[src/rtl/axil_riscv_ctrl_regfile_pkg.sv]
// Shared constants for the RISC-V control register file: AXI response codes,
// reg0 control-bit positions and a register-count helper.
package axil_riscv_pkg;

    typedef logic [1:0] axi_resp_t;

    localparam axi_resp_t RESP_OKAY   = 2'b00;
    localparam axi_resp_t RESP_SLVERR = 2'b10;

    localparam int CTRL_REG_IDX         = 0;
    localparam int CTRL_BIT_MEM_RESET_N = 0;
    localparam int CTRL_BIT_RUN         = 1;
    localparam int CTRL_BIT_START       = 2;

    // reg0 keeps only mem_reset_n and run; start is a pulse and 31:3 are reserved
    localparam logic [31:0] CTRL_REG0_STORE_MASK = 32'h0000_0003;

    function automatic int total_regs(input int num_ctrl, input int num_stat);
        return num_ctrl + num_stat;
    endfunction

endpackage

[src/rtl/axil_riscv_ctrl_regfile_if.sv]
// AXI4-Lite bus bundle between the PS interconnect (master) and the control
// register file (slave).
interface axil_riscv_ctrl_regfile_if #(
    parameter int ADDR_W = 6,
    parameter int DATA_W = 32
);
    import axil_riscv_pkg::*;

    logic [ADDR_W-1:0]   awaddr;
    logic [2:0]          awprot;
    logic                awvalid;
    logic                awready;
    logic [DATA_W-1:0]   wdata;
    logic [DATA_W/8-1:0] wstrb;
    logic                wvalid;
    logic                wready;
    axi_resp_t           bresp;
    logic                bvalid;
    logic                bready;
    logic [ADDR_W-1:0]   araddr;
    logic [2:0]          arprot;
    logic                arvalid;
    logic                arready;
    logic [DATA_W-1:0]   rdata;
    axi_resp_t           rresp;
    logic                rvalid;
    logic                rready;

    modport slave (
        input  awaddr, awprot, awvalid, wdata, wstrb, wvalid, bready,
               araddr, arprot, arvalid, rready,
        output awready, wready, bresp, bvalid, arready, rdata, rresp, rvalid
    );

    modport master (
        output awaddr, awprot, awvalid, wdata, wstrb, wvalid, bready,
               araddr, arprot, arvalid, rready,
        input  awready, wready, bresp, bvalid, arready, rdata, rresp, rvalid
    );

endinterface

[src/rtl/axil_riscv_ctrl_regfile_strb_reg.sv]
// 32-bit register with per-byte write enables; bits cleared in STORE_MASK are
// never stored and always read as zero.
module axil_strb_reg #(
    parameter logic [31:0] STORE_MASK = 32'hFFFF_FFFF
) (
    input  logic        clk,
    input  logic        rst,
    input  logic        we,
    input  logic [3:0]  strb,
    input  logic [31:0] wdata,
    output logic [31:0] q
);

    logic [31:0] data_q;
    logic [31:0] data_d;

    always_comb begin
        data_d = data_q;
        if (we) begin
            for (int b = 0; b < 4; b++) begin
                if (strb[b]) begin
                    data_d[8*b +: 8] = wdata[8*b +: 8];
                end
            end
        end
        data_d = data_d & STORE_MASK;
    end

    always_ff @(posedge clk or posedge rst) begin
        if (rst) begin
            data_q <= '0;
        end else begin
            data_q <= data_d;
        end
    end

    assign q = data_q;

endmodule

[src/rtl/axil_riscv_ctrl_regfile.sv]
// AXI4-Lite slave exposing RW control registers and RO status registers to the
// PS, plus decoded core controls (reset, run, start pulse, write pulses).
module axil_riscv_ctrl_regfile
    import axil_riscv_pkg::*;
#(
    parameter int C_S00_AXI_DATA_WIDTH = 32,
    parameter int C_S00_AXI_ADDR_WIDTH = 6,
    parameter int NUM_CTRL_REGS        = 8,
    parameter int NUM_STAT_REGS        = 4
) (
    input  logic                         s00_axi_aclk,
    input  logic                         s00_axi_areset,
    axil_riscv_ctrl_regfile_if.slave     s00_axi,
    output logic                         w_mem_reset_n,
    output logic                         w_run_pc_in,
    output logic                         w_start_pulse,
    output logic [32*NUM_CTRL_REGS-1:0]  w_ctrl_regs,
    output logic [NUM_CTRL_REGS-1:0]     w_reg_wr_pulse,
    input  logic [32*NUM_STAT_REGS-1:0]  w_stat_regs
);

    localparam int ADDR_W   = C_S00_AXI_ADDR_WIDTH;
    localparam int IDX_W    = ADDR_W - 2;
    localparam int NUM_REGS = total_regs(NUM_CTRL_REGS, NUM_STAT_REGS);

    if (C_S00_AXI_DATA_WIDTH != 32) begin : g_bad_data_width
        $error("axil_riscv_ctrl_regfile: C_S00_AXI_DATA_WIDTH must be 32");
    end
    if (ADDR_W < $clog2(NUM_REGS) + 2) begin : g_bad_addr_width
        $error("axil_riscv_ctrl_regfile: C_S00_AXI_ADDR_WIDTH too small");
    end
    if (NUM_CTRL_REGS < 2 || NUM_STAT_REGS < 1) begin : g_bad_reg_count
        $error("axil_riscv_ctrl_regfile: need >= 2 control and >= 1 status registers");
    end

    logic              aw_full_q, aw_full_d;
    logic [ADDR_W-1:0] awaddr_q, awaddr_d;
    logic              w_full_q, w_full_d;
    logic [31:0]       wdata_q, wdata_d;
    logic [3:0]        wstrb_q, wstrb_d;
    logic              bvalid_q, bvalid_d;
    axi_resp_t         bresp_q, bresp_d;
    logic              start_pulse_q, start_pulse_d;
    logic [NUM_CTRL_REGS-1:0] wr_pulse_q, wr_pulse_d;
    logic              rvalid_q, rvalid_d;
    axi_resp_t         rresp_q, rresp_d;
    logic [31:0]       rdata_q, rdata_d;

    logic              aw_hs, w_hs, ar_hs, commit;
    logic [ADDR_W-1:0] wr_addr;
    logic [31:0]       wr_data;
    logic [3:0]        wr_strb;
    logic [IDX_W-1:0]  wr_idx, rd_idx;
    logic [NUM_CTRL_REGS-1:0] wr_sel, wr_en;
    logic [31:0]       ctrl_val [NUM_CTRL_REGS];

    // Ready is forced low combinationally while reset is held
    assign s00_axi.awready = !s00_axi_areset && !aw_full_q && !bvalid_q;
    assign s00_axi.wready  = !s00_axi_areset && !w_full_q && !bvalid_q;
    assign s00_axi.arready = !s00_axi_areset && !rvalid_q;

    // A beat arriving this cycle is used directly so AW+W together commit at once
    always_comb begin
        aw_hs   = s00_axi.awvalid && s00_axi.awready;
        w_hs    = s00_axi.wvalid && s00_axi.wready;
        wr_addr = aw_full_q ? awaddr_q : s00_axi.awaddr;
        wr_data = w_full_q ? wdata_q : s00_axi.wdata;
        wr_strb = w_full_q ? wstrb_q : s00_axi.wstrb;
        wr_idx  = wr_addr[ADDR_W-1:2];
        commit  = (aw_full_q || aw_hs) && (w_full_q || w_hs) && !bvalid_q;

        wr_sel = '0;
        for (int i = 0; i < NUM_CTRL_REGS; i++) begin
            wr_sel[i] = (wr_idx == IDX_W'(i));
        end
        wr_en = commit ? wr_sel : '0;

        aw_full_d = aw_full_q;
        awaddr_d  = awaddr_q;
        w_full_d  = w_full_q;
        wdata_d   = wdata_q;
        wstrb_d   = wstrb_q;
        bvalid_d  = bvalid_q;
        bresp_d   = bresp_q;
        if (aw_hs) begin
            aw_full_d = 1'b1;
            awaddr_d  = s00_axi.awaddr;
        end
        if (w_hs) begin
            w_full_d = 1'b1;
            wdata_d  = s00_axi.wdata;
            wstrb_d  = s00_axi.wstrb;
        end
        if (commit) begin
            bvalid_d = 1'b1;
            bresp_d  = (|wr_sel) ? RESP_OKAY : RESP_SLVERR;
        end else if (bvalid_q && s00_axi.bready) begin
            bvalid_d  = 1'b0;
            aw_full_d = 1'b0;
            w_full_d  = 1'b0;
        end

        start_pulse_d = commit && wr_sel[CTRL_REG_IDX] && wr_strb[0] && wr_data[CTRL_BIT_START];
        wr_pulse_d    = wr_en;
    end

    // Read mux samples the current register/status values, so a same-cycle write is not visible
    always_comb begin
        ar_hs    = s00_axi.arvalid && s00_axi.arready;
        rd_idx   = s00_axi.araddr[ADDR_W-1:2];
        rvalid_d = rvalid_q;
        rresp_d  = rresp_q;
        rdata_d  = rdata_q;
        if (rvalid_q && s00_axi.rready) begin
            rvalid_d = 1'b0;
        end
        if (ar_hs) begin
            rvalid_d = 1'b1;
            rresp_d  = RESP_SLVERR;
            rdata_d  = '0;
            for (int i = 0; i < NUM_CTRL_REGS; i++) begin
                if (rd_idx == IDX_W'(i)) begin
                    rresp_d = RESP_OKAY;
                    rdata_d = ctrl_val[i];
                end
            end
            for (int j = 0; j < NUM_STAT_REGS; j++) begin
                if (rd_idx == IDX_W'(NUM_CTRL_REGS + j)) begin
                    rresp_d = RESP_OKAY;
                    rdata_d = w_stat_regs[32*j +: 32];
                end
            end
        end
    end

    always_ff @(posedge s00_axi_aclk or posedge s00_axi_areset) begin
        if (s00_axi_areset) begin
            aw_full_q     <= 1'b0;
            awaddr_q      <= '0;
            w_full_q      <= 1'b0;
            wdata_q       <= '0;
            wstrb_q       <= '0;
            bvalid_q      <= 1'b0;
            bresp_q       <= RESP_OKAY;
            start_pulse_q <= 1'b0;
            wr_pulse_q    <= '0;
            rvalid_q      <= 1'b0;
            rresp_q       <= RESP_OKAY;
            rdata_q       <= '0;
        end else begin
            aw_full_q     <= aw_full_d;
            awaddr_q      <= awaddr_d;
            w_full_q      <= w_full_d;
            wdata_q       <= wdata_d;
            wstrb_q       <= wstrb_d;
            bvalid_q      <= bvalid_d;
            bresp_q       <= bresp_d;
            start_pulse_q <= start_pulse_d;
            wr_pulse_q    <= wr_pulse_d;
            rvalid_q      <= rvalid_d;
            rresp_q       <= rresp_d;
            rdata_q       <= rdata_d;
        end
    end

    for (genvar g = 0; g < NUM_CTRL_REGS; g++) begin : g_ctrl
        localparam logic [31:0] MASK = (g == CTRL_REG_IDX) ? CTRL_REG0_STORE_MASK : 32'hFFFF_FFFF;
        axil_strb_reg #(.STORE_MASK(MASK)) u_reg (
            .clk   (s00_axi_aclk),
            .rst   (s00_axi_areset),
            .we    (wr_en[g]),
            .strb  (wr_strb),
            .wdata (wr_data),
            .q     (ctrl_val[g])
        );
        assign w_ctrl_regs[32*g +: 32] = ctrl_val[g];
    end

    assign s00_axi.bvalid = bvalid_q;
    assign s00_axi.bresp  = bresp_q;
    assign s00_axi.rvalid = rvalid_q;
    assign s00_axi.rresp  = rresp_q;
    assign s00_axi.rdata  = rdata_q;

    assign w_mem_reset_n  = ctrl_val[CTRL_REG_IDX][CTRL_BIT_MEM_RESET_N];
    assign w_run_pc_in    = ctrl_val[CTRL_REG_IDX][CTRL_BIT_RUN];
    assign w_start_pulse  = start_pulse_q;
    assign w_reg_wr_pulse = wr_pulse_q;

    logic unused_bits;
    assign unused_bits = ^{s00_axi.awprot, s00_axi.arprot, wr_addr[1:0], s00_axi.araddr[1:0]};

endmodule
[src/flat_wrapper.sv]
// flat-port wrapper written by rule: the top's interface ports become plain ports
module axil_riscv_ctrl_regfile_flat import axil_riscv_pkg::*;
#(
    parameter int C_S00_AXI_DATA_WIDTH = 32,
    parameter int C_S00_AXI_ADDR_WIDTH = 6,
    parameter int NUM_CTRL_REGS        = 8,
    parameter int NUM_STAT_REGS        = 4
)
  (s00_axi_aclk, s00_axi_areset, w_mem_reset_n, w_run_pc_in, w_start_pulse, w_ctrl_regs, w_reg_wr_pulse, w_stat_regs, s00_axi_awaddr, s00_axi_awprot, s00_axi_awvalid, s00_axi_wdata, s00_axi_wstrb, s00_axi_wvalid, s00_axi_bready, s00_axi_araddr, s00_axi_arprot, s00_axi_arvalid, s00_axi_rready, s00_axi_awready, s00_axi_wready, s00_axi_bresp, s00_axi_bvalid, s00_axi_arready, s00_axi_rdata, s00_axi_rresp, s00_axi_rvalid);
  axil_riscv_ctrl_regfile_if s00_axi_i ();
  input  logic s00_axi_aclk;
  input  logic s00_axi_areset;
  output logic w_mem_reset_n;
  output logic w_run_pc_in;
  output logic w_start_pulse;
  output logic [32*NUM_CTRL_REGS-1:0] w_ctrl_regs;
  output logic [NUM_CTRL_REGS-1:0] w_reg_wr_pulse;
  input  logic [32*NUM_STAT_REGS-1:0] w_stat_regs;
  input wire logic [$bits(s00_axi_i.awaddr)-1:0] s00_axi_awaddr;
  input wire logic [$bits(s00_axi_i.awprot)-1:0] s00_axi_awprot;
  input wire logic [$bits(s00_axi_i.awvalid)-1:0] s00_axi_awvalid;
  input wire logic [$bits(s00_axi_i.wdata)-1:0] s00_axi_wdata;
  input wire logic [$bits(s00_axi_i.wstrb)-1:0] s00_axi_wstrb;
  input wire logic [$bits(s00_axi_i.wvalid)-1:0] s00_axi_wvalid;
  input wire logic [$bits(s00_axi_i.bready)-1:0] s00_axi_bready;
  input wire logic [$bits(s00_axi_i.araddr)-1:0] s00_axi_araddr;
  input wire logic [$bits(s00_axi_i.arprot)-1:0] s00_axi_arprot;
  input wire logic [$bits(s00_axi_i.arvalid)-1:0] s00_axi_arvalid;
  input wire logic [$bits(s00_axi_i.rready)-1:0] s00_axi_rready;
  output wire logic [$bits(s00_axi_i.awready)-1:0] s00_axi_awready;
  output wire logic [$bits(s00_axi_i.wready)-1:0] s00_axi_wready;
  output wire logic [$bits(s00_axi_i.bresp)-1:0] s00_axi_bresp;
  output wire logic [$bits(s00_axi_i.bvalid)-1:0] s00_axi_bvalid;
  output wire logic [$bits(s00_axi_i.arready)-1:0] s00_axi_arready;
  output wire logic [$bits(s00_axi_i.rdata)-1:0] s00_axi_rdata;
  output wire logic [$bits(s00_axi_i.rresp)-1:0] s00_axi_rresp;
  output wire logic [$bits(s00_axi_i.rvalid)-1:0] s00_axi_rvalid;
  assign s00_axi_i.awaddr = s00_axi_awaddr;
  assign s00_axi_i.awprot = s00_axi_awprot;
  assign s00_axi_i.awvalid = s00_axi_awvalid;
  assign s00_axi_i.wdata = s00_axi_wdata;
  assign s00_axi_i.wstrb = s00_axi_wstrb;
  assign s00_axi_i.wvalid = s00_axi_wvalid;
  assign s00_axi_i.bready = s00_axi_bready;
  assign s00_axi_i.araddr = s00_axi_araddr;
  assign s00_axi_i.arprot = s00_axi_arprot;
  assign s00_axi_i.arvalid = s00_axi_arvalid;
  assign s00_axi_i.rready = s00_axi_rready;
  assign s00_axi_awready = s00_axi_i.awready;
  assign s00_axi_wready = s00_axi_i.wready;
  assign s00_axi_bresp = s00_axi_i.bresp;
  assign s00_axi_bvalid = s00_axi_i.bvalid;
  assign s00_axi_arready = s00_axi_i.arready;
  assign s00_axi_rdata = s00_axi_i.rdata;
  assign s00_axi_rresp = s00_axi_i.rresp;
  assign s00_axi_rvalid = s00_axi_i.rvalid;
  axil_riscv_ctrl_regfile #(.C_S00_AXI_DATA_WIDTH(C_S00_AXI_DATA_WIDTH), .C_S00_AXI_ADDR_WIDTH(C_S00_AXI_ADDR_WIDTH), .NUM_CTRL_REGS(NUM_CTRL_REGS), .NUM_STAT_REGS(NUM_STAT_REGS)) u_core (.s00_axi_aclk(s00_axi_aclk), .s00_axi_areset(s00_axi_areset), .s00_axi(s00_axi_i), .w_mem_reset_n(w_mem_reset_n), .w_run_pc_in(w_run_pc_in), .w_start_pulse(w_start_pulse), .w_ctrl_regs(w_ctrl_regs), .w_reg_wr_pulse(w_reg_wr_pulse), .w_stat_regs(w_stat_regs));
endmodule
[config.mk]
export PLATFORM = sky130hd
export DESIGN_NAME = axil_riscv_ctrl_regfile_flat
export DESIGN_NICKNAME = d
export VERILOG_FILES = /design/src/rtl/axil_riscv_ctrl_regfile_pkg.sv /design/src/rtl/axil_riscv_ctrl_regfile_if.sv /design/src/rtl/axil_riscv_ctrl_regfile_strb_reg.sv /design/src/rtl/axil_riscv_ctrl_regfile.sv /design/src/flat_wrapper.sv
export SDC_FILE = /design/constraint.sdc
export NUM_CORES = 1
export LEC_CHECK = 0
export ABC_AREA = 1
export BUFFER_PORTS_ARGS = -buffer_cell sky130_fd_sc_hd__buf_2
export CORE_AREA = 5 5 189 191
export DETAILED_ROUTE_END_ITERATION = 6
export DIE_AREA = 0 0 194 196
export PLACE_DENSITY = 0.81
export SLEW_MARGIN = 10
export SYNTH_ARGS = -nofsm -noshare
export SYNTH_HDL_FRONTEND = slang
export SYNTH_SLANG_ARGS = --single-unit
[constraint.sdc]
create_clock -name s00_axi_aclk -period 12.4 [get_ports s00_axi_aclk]
set_clock_uncertainty 0.2 [all_clocks]
set_input_delay 0.62 -clock s00_axi_aclk [delete_from_list [all_inputs] [get_ports s00_axi_aclk]]
set_output_delay 0.62 -clock s00_axi_aclk [all_outputs]
set_load 0.005 [all_outputs]
Yosys cells after proc, flatten, opt, wreduce, memory -nomap -nowiden
Index checks and enable logic that the tools add are counted.
Storage, ports and cells
  bits in registers: 317
  input port bits: 189
  output and inout port bits: 308
  logic and storage cells: 154
Cells by class
  equal/unequal tests: 18
  mux-type cells: 39
  reduce and logical (&&, ||, !) cells: 56
Operator list (count)
  $mux W32: 12
  $reduce_and A2 Y1: 29
  $eq A4 B3 Y1 const B: 8
  $mux W2: 14
  $eq A4 B2 Y1 const B: 4
  $eq A4 B4 Y1 const B: 4
  $logic_and A1 B1 Y1: 15
  $mux W1: 10
  $eq A4 B1 Y1 const B: 2
  $logic_not A4 Y1: 2
  $mux W8: 1
  $reduce_or A8 Y1: 1
  $mux W6: 1
  $logic_not A1 Y1: 5
  $mux W4: 1
  $reduce_bool A2 Y1: 2
  $logic_or A1 B1 Y1: 2

Depth between registers and ports, before layout
Gate-level depths: netlist (run 1).
  depth in word-level cells: 13
  depth in mapped cells: 13
  mapped depth without buffers: 11

Cells and area by module
From an unflattened synthesis (run 1), not the netlist that was laid out.
Unflattened totals
  cells, all modules: 2195
  area total of the unflattened synthesis: 16214.3 µm²
By module, submodules not included
  axil_strb_reg (u_core.g_ctrl[1].u_reg ...): instances 7, cells an instance 141, area an instance 1295.0 µm², sequential area each 800.8 µm²
  axil_riscv_ctrl_regfile: instances 1, cells an instance 1167, area an instance 6837.8 µm², sequential area each 2177.1 µm²
  axil_strb_reg (u_core.g_ctrl[0].u_reg): instances 1, cells an instance 41, area an instance 311.5 µm², sequential area each 50.0 µm²

Worst setup path before layout (run 1)
Ideal clock, no wire load.
  path type: input to register
  start: input s00_axi_areset
  end: register u_core.g_ctrl[7].u_reg.data_q[24]
  library setup time: 0.146 ns
  data arrival time: 1.902 ns
  required time: 12.054 ns
  setup slack: 10.152 ns
  cell stages on the path: 11
  buffers on the path: 1
  cells stage by stage: nor3_4 nand2_4 nand2_4 nand3_4 clkinv_2 nand3b_4 nor2_4 nand2_2 buf_6 nand2_1 o21ai_2
Between the ends
  cells in the longest elaborated chain, start to end: 9
  elaborated cells between the ends (all ways): 13
  classes of those cells: 1 x mux; 12 x reduce/logical
RTL lines
  from (decl): RTL line flat_wrapper.sv:12  | input logic s00_axi_areset;
  $logic_not A1 Y1 *: RTL line axil_riscv_ctrl_regfile.sv:58, axil_riscv_ctrl_regfile.sv:59
  $logic_and A1 B1 Y1 (on tied branches) (2 in a row): RTL line axil_riscv_ctrl_regfile.sv:58, axil_riscv_ctrl_regfile.sv:59
  $logic_and A1 B1 Y1 (on tied branches): RTL line axil_riscv_ctrl_regfile.sv:64, axil_riscv_ctrl_regfile.sv:65
  $logic_or A1 B1 Y1: RTL line axil_riscv_ctrl_regfile.sv:70  | commit = (aw_full_q || aw_hs) && (w_full_q || w_hs) && !bvalid_q;
  $logic_and A1 B1 Y1 * (2 in a row): RTL line axil_riscv_ctrl_regfile.sv:70
  $mux W8 *: RTL line axil_riscv_ctrl_regfile.sv:76  | wr_en = commit ? wr_sel : '0;
  net u_core.g_ctrl[7].u_reg.we: RTL line axil_riscv_ctrl_regfile_strb_reg.sv:8  | input logic we,
  $reduce_and A2 Y1 (no source line) *
  to (signal assigned): RTL line axil_riscv_ctrl_regfile_strb_reg.sv:33  | data_q <= data_d;
  to (decl): RTL line axil_riscv_ctrl_regfile_strb_reg.sv:14  | logic [31:0] data_q;
The timed path passes the listed nets; every way through them passes the cells marked *.
A chain may end at the register's enable or synchronous reset.

==> results.toml, run 1 <==
[run_status]
outcome = "finished, final reports clean"

[global_route]
grt_use_met3_pct = 6.75
grt_max_degree = 89
met1_usage_pct = 38.0
grt_pass1_vias = 14134
grt_first_pass_wirelength_mm = 86.1
gr-usage-met2_pct = 46.5
antenna_found_initial = 6
top_usage_layer = "met2"
grt_usage_pct = 28.9
overflow = 0

[synth]
synth_seq_area_share_pct = 50.9
async_reset_ff_share_pct = 100
ys.flop_type = "dfrtp_1"
yosysTopAreaCellShare_pct = 50.9
synth.most_common_cell = "nand2_1"
synth_enable_flop_cells = 0
post_synth_num_cell_types = 33
ys_ff_latch = 313
yosysTopAreaCell = "dfrtp_1"
synth_area_leaders = "dfrtp_1, nand2_1, o21ai_1"
syn_area_per_cell_um2 = 8.03
synth_common_cells = "nand2_1, dfrtp_1, o21ai_1"
synth_warnings = 0
synth_cells = 1917
synthesis.area_mm2 = 0.0154

[placement]
port_buffers = 454
place_congestion = 0.950
hpwl_mm = 43.1
place_inst = 2764

[floorplan]
initial_core_util_pct = 45.4
std_cell_rows = 68
die_h_um = 196
dieArea_mm2 = 0.0380
io_pins = 497
coreArea_mm2 = 0.0339
die-width_um = 194

[final_layout]
drive_above_1_share_pct = 29.2
syn2layout_area_growth_pct = 23.8
final_cells = 2832
multi_input_area_mm2 = 0.00637
fillCellCount = 3087
final-seq-area_mm2 = 0.00783
final_nets = 2536

[clock_network]
numCtsBuffers = 36
clockRootBuffer = "clkbuf_16"
holdBufCountCts = 0
insertion_delay_ns = 0.52
clock_path_buffers = 3
ctsHtreeMaxLevel = 2
cts_setup_buffers = 0
tritoncts = "yes"
clk_pin_slew_worst_paths_ns = 0.06
clock-sinks = 313
cts_resized = 0

[timing]
finalMaxSlewViolations = 0
setup_viol = 0
hold_viol = 0
fin_crit_ns = 3.01
finalCritPeriodShare_pct = 24.3
setup_tns_ns = 0
max_freq_mhz = 332
max_slew_margin_pct = 13.2
rsz0062_at_grt = "no"
worst_slew_pin_slew_ns = 1.29

[setup_path]
cpPeakStageDelay_ns = 0.91
path_class = "input pin to asynchronous set/reset pin"
critPathMaxFanout = 88
path_cells = "buf_2, inv_8, buf_4, buf_4"
rrSetupSlack_ns = 9.47
worstPathArrival_ns = 3.31
required_ns = 12.69
end_kind = "asynchronous set/reset pin"
cp-start-kind = "input pin"
crit_top_cell = "buf_4"
cp_slowest_cell = "buf_4"

[routing]
drt_wl_total_mm = 57.0
via_count = 14798
ant_nets = 0
via_per_inst = 5.23
wl_per_cell_um = 20.1
drtIter0Drc = 945
route.detailed.drc = 0
dr.pass1.iters = 5

[run]
maxCapViolCount = 0

[power]
p_leak_nw = 10.4
p_per_area_mw_per_mm2 = 216
peakVddDrop_uv = 162

[min_path]
hold_class = "input pin to register"
-- cells by family after synthesis --
logic type      after synthesis  share of synthesized area (%)
flops                       313                           50.9
other cells                   1                         0.0244
compound gates              374                           13.7
simple gates                954                           26.5
mux                           2                          0.146
buf+inv                     273                           8.80
-- critical path, delay by kind of cell --
kind                   cells  cell delay (ns)
buffers and inverters      4             2.45
-- final cells by class --
cell class,instances,share of cell area (%)
Multi-Input combinational cell,1362,33.4
Clock inverter,14,0.866
Timing Repair Buffer,481,13.0
Tap cell,455,2.99
Sequential cell,313,41.1
Antenna cell,5,0.0656
Clock buffer,49,5.51
Inverter,153,3.07
-- flip-flops by register name, summed over array words and instances (netlist names) --
register	count
u_core.wstrb_q	4
u_core.g_ctrl.u_reg.q	226
u_core.s00_axi.bresp	1
u_core.s00_axi.rdata	32
u_core.aw_full_q	1
u_core.wdata_q	32
u_core.awaddr_q	4
u_core.w_reg_wr_pulse	8
u_core.s00_axi.bvalid	1
u_core.s00_axi.rresp	1
u_core.w_full_q	1
u_core.s00_axi.rvalid	1
u_core.w_start_pulse	1
-- placed cells by master, fill, tap and decap left out, types with 8 or more instances in the layout --
cell / synthesis / routed
a21oi_1: 33 / 33
nand3_1: 67 / 67
o21ai_0: 112 / 108
or2_2: 29 / 29
nor2_4: 6 / 9
buf_4: 34 / 27
buf_2: 3 / 454
clkbuf_8: 0 / 8
nor2_1: 87 / 78
nand4_1: 38 / 38
clkbuf_16: 0 / 37
dfrtp_1: 313 / 313
nand2_4: 9 / 9
o21ai_1: 164 / 168
conb_1: 1 / 32
inv_1: 148 / 146
nand2_1: 686 / 684
nand2_2: 24 / 26
o21ai_2: 59 / 59
-- final timing paths --
kind	from	end	cells after the start
min reg2reg	u_core.wdata_q[5]	u_core.wdata_q[5]	2
max reg2reg	u_core.w_full_q	u_core.g_ctrl[6].u_reg.q[7]	11
max in group s00_axi_aclk	u_core.w_full_q	u_core.g_ctrl[6].u_reg.q[7]	11
min in group asynchronous	s00_axi_areset	u_core.s00_axi.rdata[25]	2
max	s00_axi_areset	u_core.g_ctrl[5].u_reg.q[16]	4
min	s00_axi_rready	u_core.s00_axi.rvalid	2
-- per-layer routing --
layer / vias up / part of all wire (%)
li1: 6940 / -
met1: 7006 / 41
met2: 716 / 47
met3: 136 / 8.5
met4: 0 / 4.3
met5: - / 0
-- report_power, final --
| part | switching [W] | leakage [nW] | internal (W) |
|---|---|---|---|
| logic | 0.000858 | 5.58 | 0.000499 |
| clock network | 0.000435 | 0.586 | 0.000658 |
| registers | 0.000289 | 4.19 | 0.00137 |
-- per-stage QoR --
stage	hold WS, ns	area (µm²)	utilization (%)	power [W]	setup slack (ns)
5_1_grt	0.122	19100	56.2	0.00435	8.95
3_3_place_gp	0.257	17800	52.5	0.00296	8.84
4_1_cts	0.105	19000	56.1	0.00412	9.31
3_5_place_dp	0.264	17800	52.5	0.00302	8.78
6_report	0.115	19100	56.2	0.00411	9.39
2_1_floorplan	0.248	15500	-	0.00212	2.92
(Power assumes the default switching activity.)
==> run 2: changes to the inputs <==
Settings changed: CORE_AREA 5 5 189 191 to not set, CORE_MARGIN set to 5, CORE_UTILIZATION set to 47, DIE_AREA 0 0 194 196 to not set, PLACE_DENSITY 0.81 to 0.86.
Clock period 12.4 ns to 2.65 ns, I/O delays scaled along.
==> run 2 against run 1 <==
Sequential share of layout area decreased by 3.1 points. Combinational power increased to 4.9 times the previous value. Non-clock buffer count increased by 148. Via count increased by 6.5%. First-iteration DRC count increased by 54%. Critical endpoint is now u_core.g_ctrl[5].u_reg.q[9]. Utilization increased by 7.4 points. Global-route usage increased by 2.4 points. Flip-flop and latch count unchanged. Cell count increased by 4.9%. Cell area increased by 8.1%. Register-to-register slack got worse by 9.4 ns. Worst setup slack got worse by 9.3 ns.
==> results.toml, run 2 (synthesis gave the netlist of run 1 again) <==
[power]
peakVddDrop_uv = 696
p_per_area_mw_per_mm2 = 962
finalPower_w = 0.0198
p_leak_nw = 11.0

[timing]
setup_tns_ns = 0
finalCritPeriodShare_pct = 95.7
fin_crit_ns = 2.54
rsz0062_at_grt = "no"
max_freq_mhz = 394
finalMaxSlewViolations = 0
max_slew_margin_pct = 13.8
hold_viol = 0
worst_slew_pin_slew_ns = 1.28
setup_viol = 0

[placement]
place_congestion = 0.958
port_buffers = 454
hpwl_mm = 43.1

[global_route]
grt_usage_pct = 31.3
grt_max_degree = 133
overflow = 0
antenna_found_initial = 5
grt_first_pass_wirelength_mm = 88.5
grt_pass1_vias = 15372

[clock_network]
clk_pin_slew_worst_paths_ns = 0.06
insertion_delay_ns = 0.52
tritoncts = "yes"
clock-sinks = 313
clock_path_buffers = 3
numCtsBuffers = 37
clockRootBuffer = "clkbuf_16"
ctsHtreeMaxLevel = 2

[run_status]
outcome = "finished, final reports clean"

[setup_path]
crit_top_cell = "nand2_4"
path_cells = "nor3_4, nand2_4, nand2_4, nand3_4, clkinv_2, nand3b_4, nor2_4, nand2_2, nand2_1, o21ai_1"
cpPeakStageDelay_ns = 0.48
cp_slowest_cell = "dfrtp_1"
critPathMaxFanout = 16
cp_top_family = "simple AND/OR/NAND/NOR gates"
required_ns = 2.79
worstPathArrival_ns = 2.68
end_kind = "register"
cp_num_buf_inv = 1
cp-start-kind = "register"
path_class = "register to register"

[final_layout]
drive_above_1_share_pct = 28.3
largest_reg_flops = 226
final_nets = 2685
final_common_cell = "nand2_1"
fillCellCount = 2750
syn2layout_area_growth_pct = 33.8
final_cell_mix = "nand2_1, buf_2, dfrtp_1"

[routing]
via_count = 15754
via_per_inst = 5.30
dr.pass1.iters = 6
drt_wl_total_mm = 59.3
route.detailed.drc = 0
drtIter0Drc = 1455
wl_per_cell_um = 20.0
ant_nets = 0

[floorplan]
die_h_um = 191
die-width_um = 191
std_cell_rows = 66
io_pins = 497
coreArea_mm2 = 0.0325
dieArea_mm2 = 0.0365
initial_core_util_pct = 47.5

[run]
maxCapViolCount = 0

[min_path]
hold_class = "input pin to register"
-- run 2: cell count changes in the layout (fill, tap and decap cells not counted), moves of 2 or more --
| cell | delta |
|---|---|
| clkinvlp_4 | -2 |
| clkbuf_8 | -2 |
| dlygate4sd3_1 | +127 |
| clkbuf_1 | +3 |
| clkinv_8 | +2 |
| o21ai_1 | -2 |
| o21ai_0 | +2 |
| buf_12 | +6 |
| buf_4 | +15 |
| bufinv_16 | +2 |
-- run 2: metrics by stage --
step	worst slack [ns]	hold WS (ns)	instances	area, µm²	utilization, %
2_1_floorplan	-1.85	0.0289	1948	15500	-
3_3_place_gp	0.326	0.123	2772	18000	55.6
3_5_place_dp	0.195	0.136	2772	18000	55.6
4_1_cts	0.140	0.151	2966	20600	63.5
5_1_grt	0.0163	0.206	2971	20600	63.5
6_report	0.115	0.202	2972	20600	63.5
-- run 2: final timing paths --
check | from | end | slack (ns) | depth (start not counted)
worst max-delay path | u_core.aw_full_q | u_core.g_ctrl[5].u_reg.q[9] | 0.11 | 10
worst min-delay path | s00_axi_bready | u_core.w_full_q | 0.20 | 3
worst max register to register | u_core.aw_full_q | u_core.g_ctrl[5].u_reg.q[9] | 0.11 | 10
worst min register to register | u_core.s00_axi.rdata[4] | u_core.s00_axi.rdata[4] | 0.28 | 2
max in group asynchronous | s00_axi_areset | u_core.wdata_q[5] | 1.23 | 4
min in group asynchronous | s00_axi_areset | u_core.g_ctrl[5].u_reg.q[0] | 0.29 | 4
-- run 2: report_power, final --
group          leakage (nW)  total (W)  internal, W  switching (W)
Sequential             4.19    0.00780      0.00642        0.00138
Combinational          6.22    0.00669      0.00257        0.00412
Clock                 0.625    0.00533      0.00326        0.00207
Total                  11.0     0.0198       0.0123        0.00757
-- run 2: final cells by class --
class,instances,area (µm²),area share (%)
flip-flops and latches,313,7830,38.0
multi-input cells,1362,6370,30.9
repair buffers,629,3980,19.3
clock buffers,50,1030,5.02
inverters,153,582,2.82
well taps,442,553,2.68
clock inverters,17,249,1.21
diodes,6,15.0,0.0728
-- run 2: per-layer routing --
metal  track usage (%)  share of wire, %  vias up
met3              5.13               8.2      160
met5                 0                 0        -
li1                  -                 -     7248
met1              41.3                40     7477
met4              13.5               5.0        0
met2              51.5                47      869
-- run 2: timing repair --
| item | 4_1_cts | 5_1_grt |
|---|---|---|
| setup buffers | 0 | 0 |
| resized for setup | 0 | 0 |
| hold buffers | 127 | 0 |
| endpoints found under the hold margin | 448 | 0 |
-- run 2: worst register-to-register path: stages (launching register included) --
cell and delay [ns]:
dfrtp_1 0.48, nor3_4 0.26, nand2_4 0.12, nand2_4 0.08, nand3_4 0.09, clkinv_2 0.07, nand3b_4 0.16, nor2_4 0.30
nand2_2 0.32, nand2_1 0.17, o21ai_1 0.09
==> run 3: changes to the inputs <==
Settings changed: ABC_AREA 1 to not set, CTS_CLUSTER_DIAMETER set to 100, PLACE_DENSITY 0.86 to 0.85.
==> run 3 against run 2 <==
First-iteration DRC count up 12%. Die area up 2.1%. Cell count down 13%. Non-clock buffer count up 47. Sequential power up 3.2%.
==> results.toml, run 3 <==
[placement]
place_congestion = 0.965
port_buffers = 454
dp_slack_ns = 0.0279
hpwl_mm = 50.8

[setup_path]
critPathMaxFanout = 6
cp-start-kind = "input pin"
crit_path_end = "u_core.s00_axi.rdata[1]"
reg2reg_to = "u_core.s00_axi.rdata[1]"
r2r_start = "u_core.s00_axi.rvalid"
required_ns = 2.90
rrSetupSlack_ns = 0.07
end_kind = "register"
path_class = "input pin to register"
crit_start = "s00_axi_areset"
worstPathArrival_ns = 2.86
r2r_cells = 6

[timing]
max_slew_margin_pct = 48.5
worst_slew_pin_slew_ns = 0.770
max_freq_mhz = 383
fin_crit_ns = 2.61
hold_viol = 0
finalCritPeriodShare_pct = 98.4
setup_tns_ns = 0
rsz0062_at_grt = "no"
finalMaxSlewViolations = 0
setup_slack_ns = 0.0415
setup_viol = 0

[synth]
synth_cells = 1519
ys.flop_type = "dfrtp_1"
yosysTopAreaCellShare_pct = 49.8
async_reset_ff_share_pct = 100
yosysTopAreaCell = "dfrtp_1"
synth_common_cells = "dfrtp_1, mux2_2, o21ai_0"
synth_enable_flop_cells = 0
ys_ff_latch = 313
syn_area_per_cell_um2 = 10.4
synth.most_common_cell = "dfrtp_1"
synth_area_leaders = "dfrtp_1, mux2_2, o21ai_0"
synth_seq_area_share_pct = 49.8
synthesis.area_mm2 = 0.0157
post_synth_num_cell_types = 58
synth_warnings = 0

[routing]
dr.pass1.iters = 6
wl_per_cell_um = 26.5
via_count = 15832
drtIter0Drc = 1632
ant_nets = 0
drt_wl_total_mm = 68.9
via_per_inst = 6.09
route.detailed.drc = 0

[final_layout]
final_cell_mix = "buf_2, dfrtp_1, mux2_2"
final-seq-area_mm2 = 0.00784
final_common_cell = "buf_2"
fillCellCount = 2572
largest_reg_flops = 226
syn2layout_area_growth_pct = 35.8
final_nets = 2312
multi_input_area_mm2 = 0.00735
drive_above_1_share_pct = 39.6

[clock_network]
numCtsBuffers = 35
tritoncts = "yes"
clk_pin_slew_worst_paths_ns = 0.07
ctsHtreeMaxLevel = 2
clock_path_buffers = 3
clockRootBuffer = "clkbuf_16"
clock-sinks = 313
insertion_delay_ns = 0.53

[floorplan]
std_cell_rows = 67
coreArea_mm2 = 0.0333
io_pins = 497
initial_core_util_pct = 47.3
die-width_um = 193
dieArea_mm2 = 0.0372
die_h_um = 193

[min_path]
hold_class = "input pin to register"
min-delay-start = "s00_axi_araddr[5]"
holdPathStages = 4

[global_route]
grt_pass1_vias = 16327
grt_first_pass_wirelength_mm = 100
overflow = 0
grt_max_degree = 97
grt_usage_pct = 35.8
antenna_found_initial = 7

[power]
pwr-share-clk_pct = 25.3
switching_share_pct = 36.0
peakVddDrop_uv = 706
p_leak_nw = 10.6
internal_power_w = 0.0129
p_per_area_mw_per_mm2 = 940
switchingPower_w = 0.00723
p_seq_share_pct = 40.1
power.combinational.fraction_pct = 34.6

[run]
maxCapViolCount = 0

[run_status]
outcome = "finished, final reports clean"
run 3: cell types whose count changed after synthesis, moves of 67 or more:
cell | before | now
a21oi_1 | 33 | 112
mux2i_1 | 0 | 67
nand2_1 | 686 | 140
inv_1 | 148 | 14
o21ai_1 | 164 | 0
mux2_2 | 2 | 202
run 3: per-layer routing:
metal / up-vias / GRT usage [%] / wire length (µm)
met1: 7643 / 45.1 / 25200
li1: 6682 / - / -
met2: 1185 / 56.7 / 31100
met5: - / 0 / 7
met3: 320 / 9.56 / 7850
met4: 2 / 19.2 / 4720
run 3: final cells by class:
cell class | count | share of cell area, %
diodes | 7 | 0.0819
multi-input cells | 1083 | 34.4
inverters | 14 | 0.263
clock buffers | 48 | 4.75
repair buffers | 676 | 20.5
clock inverters | 10 | 0.802
well taps | 448 | 2.62
flip-flops and latches | 313 | 36.7
run 3: worst min-delay path by stage:
stage	to	slack, ns
finish	u_core.s00_axi.rdata[18]	0.03
global route	u_core.s00_axi.bresp[1]	0.05
CTS	u_core.s00_axi.bresp[1]	0.007
detailed placement	u_core.awaddr_q[3]	0.08
global placement	u_core.awaddr_q[2]	0.07
floorplan	u_core.w_full_q	0.02
run 3: kinds of logic after synthesis:
family | share of synthesized area [%]
AO/OA/AOI/OAI | 16.9
flip-flops | 49.8
multiplexers | 18.9
buffers and inverters | 4.65
other | 0.0238
AND/OR/NAND/NOR | 9.69
run 3: power groups by stage:
stage / Combinational (W) / Clock, W / Sequential (W)
after floorplan: 0.00343 / 0 / 0.00771
after global placement: 0.00639 / 0 / 0.00791
after detailed placement: 0.00661 / 0 / 0.00803
after CTS: 0.00685 / 0.00511 / 0.00797
after global routing: 0.00746 / 0.00535 / 0.00820
final: 0.00695 / 0.00509 / 0.00805
run 3: stage by stage:
stage               instances  hold slack [ns]  power, W  area (µm²)  util [%]
finish                   2599           0.0257    0.0201       21400      64.2
global route             2598           0.0505    0.0210       21400      64.2
CTS                      2588          0.00667    0.0199       21300      64.0
detailed placement       2408           0.0758    0.0146       18900      56.8
global placement         2408           0.0655    0.0143       18900      56.8
floorplan                1550           0.0174    0.0111       15900         -
run 3: repair_timing:
item,in CTS,in global routing
setup endpoints to repair,0,54
hold buffers,122,0
resized for setup,0,4
buffers inserted,0,4
endpoints found under the hold margin,482,0
run 3: worst max-delay path: stages:
cell           delay (ns)
dlygate4sd3_1        0.54
buf_2                0.23
nor3b_2              0.49
buf_4                0.24
o21ai_0              0.21
a221o_1              0.31
o21ai_0              0.13
dlygate4sd3_1        0.57
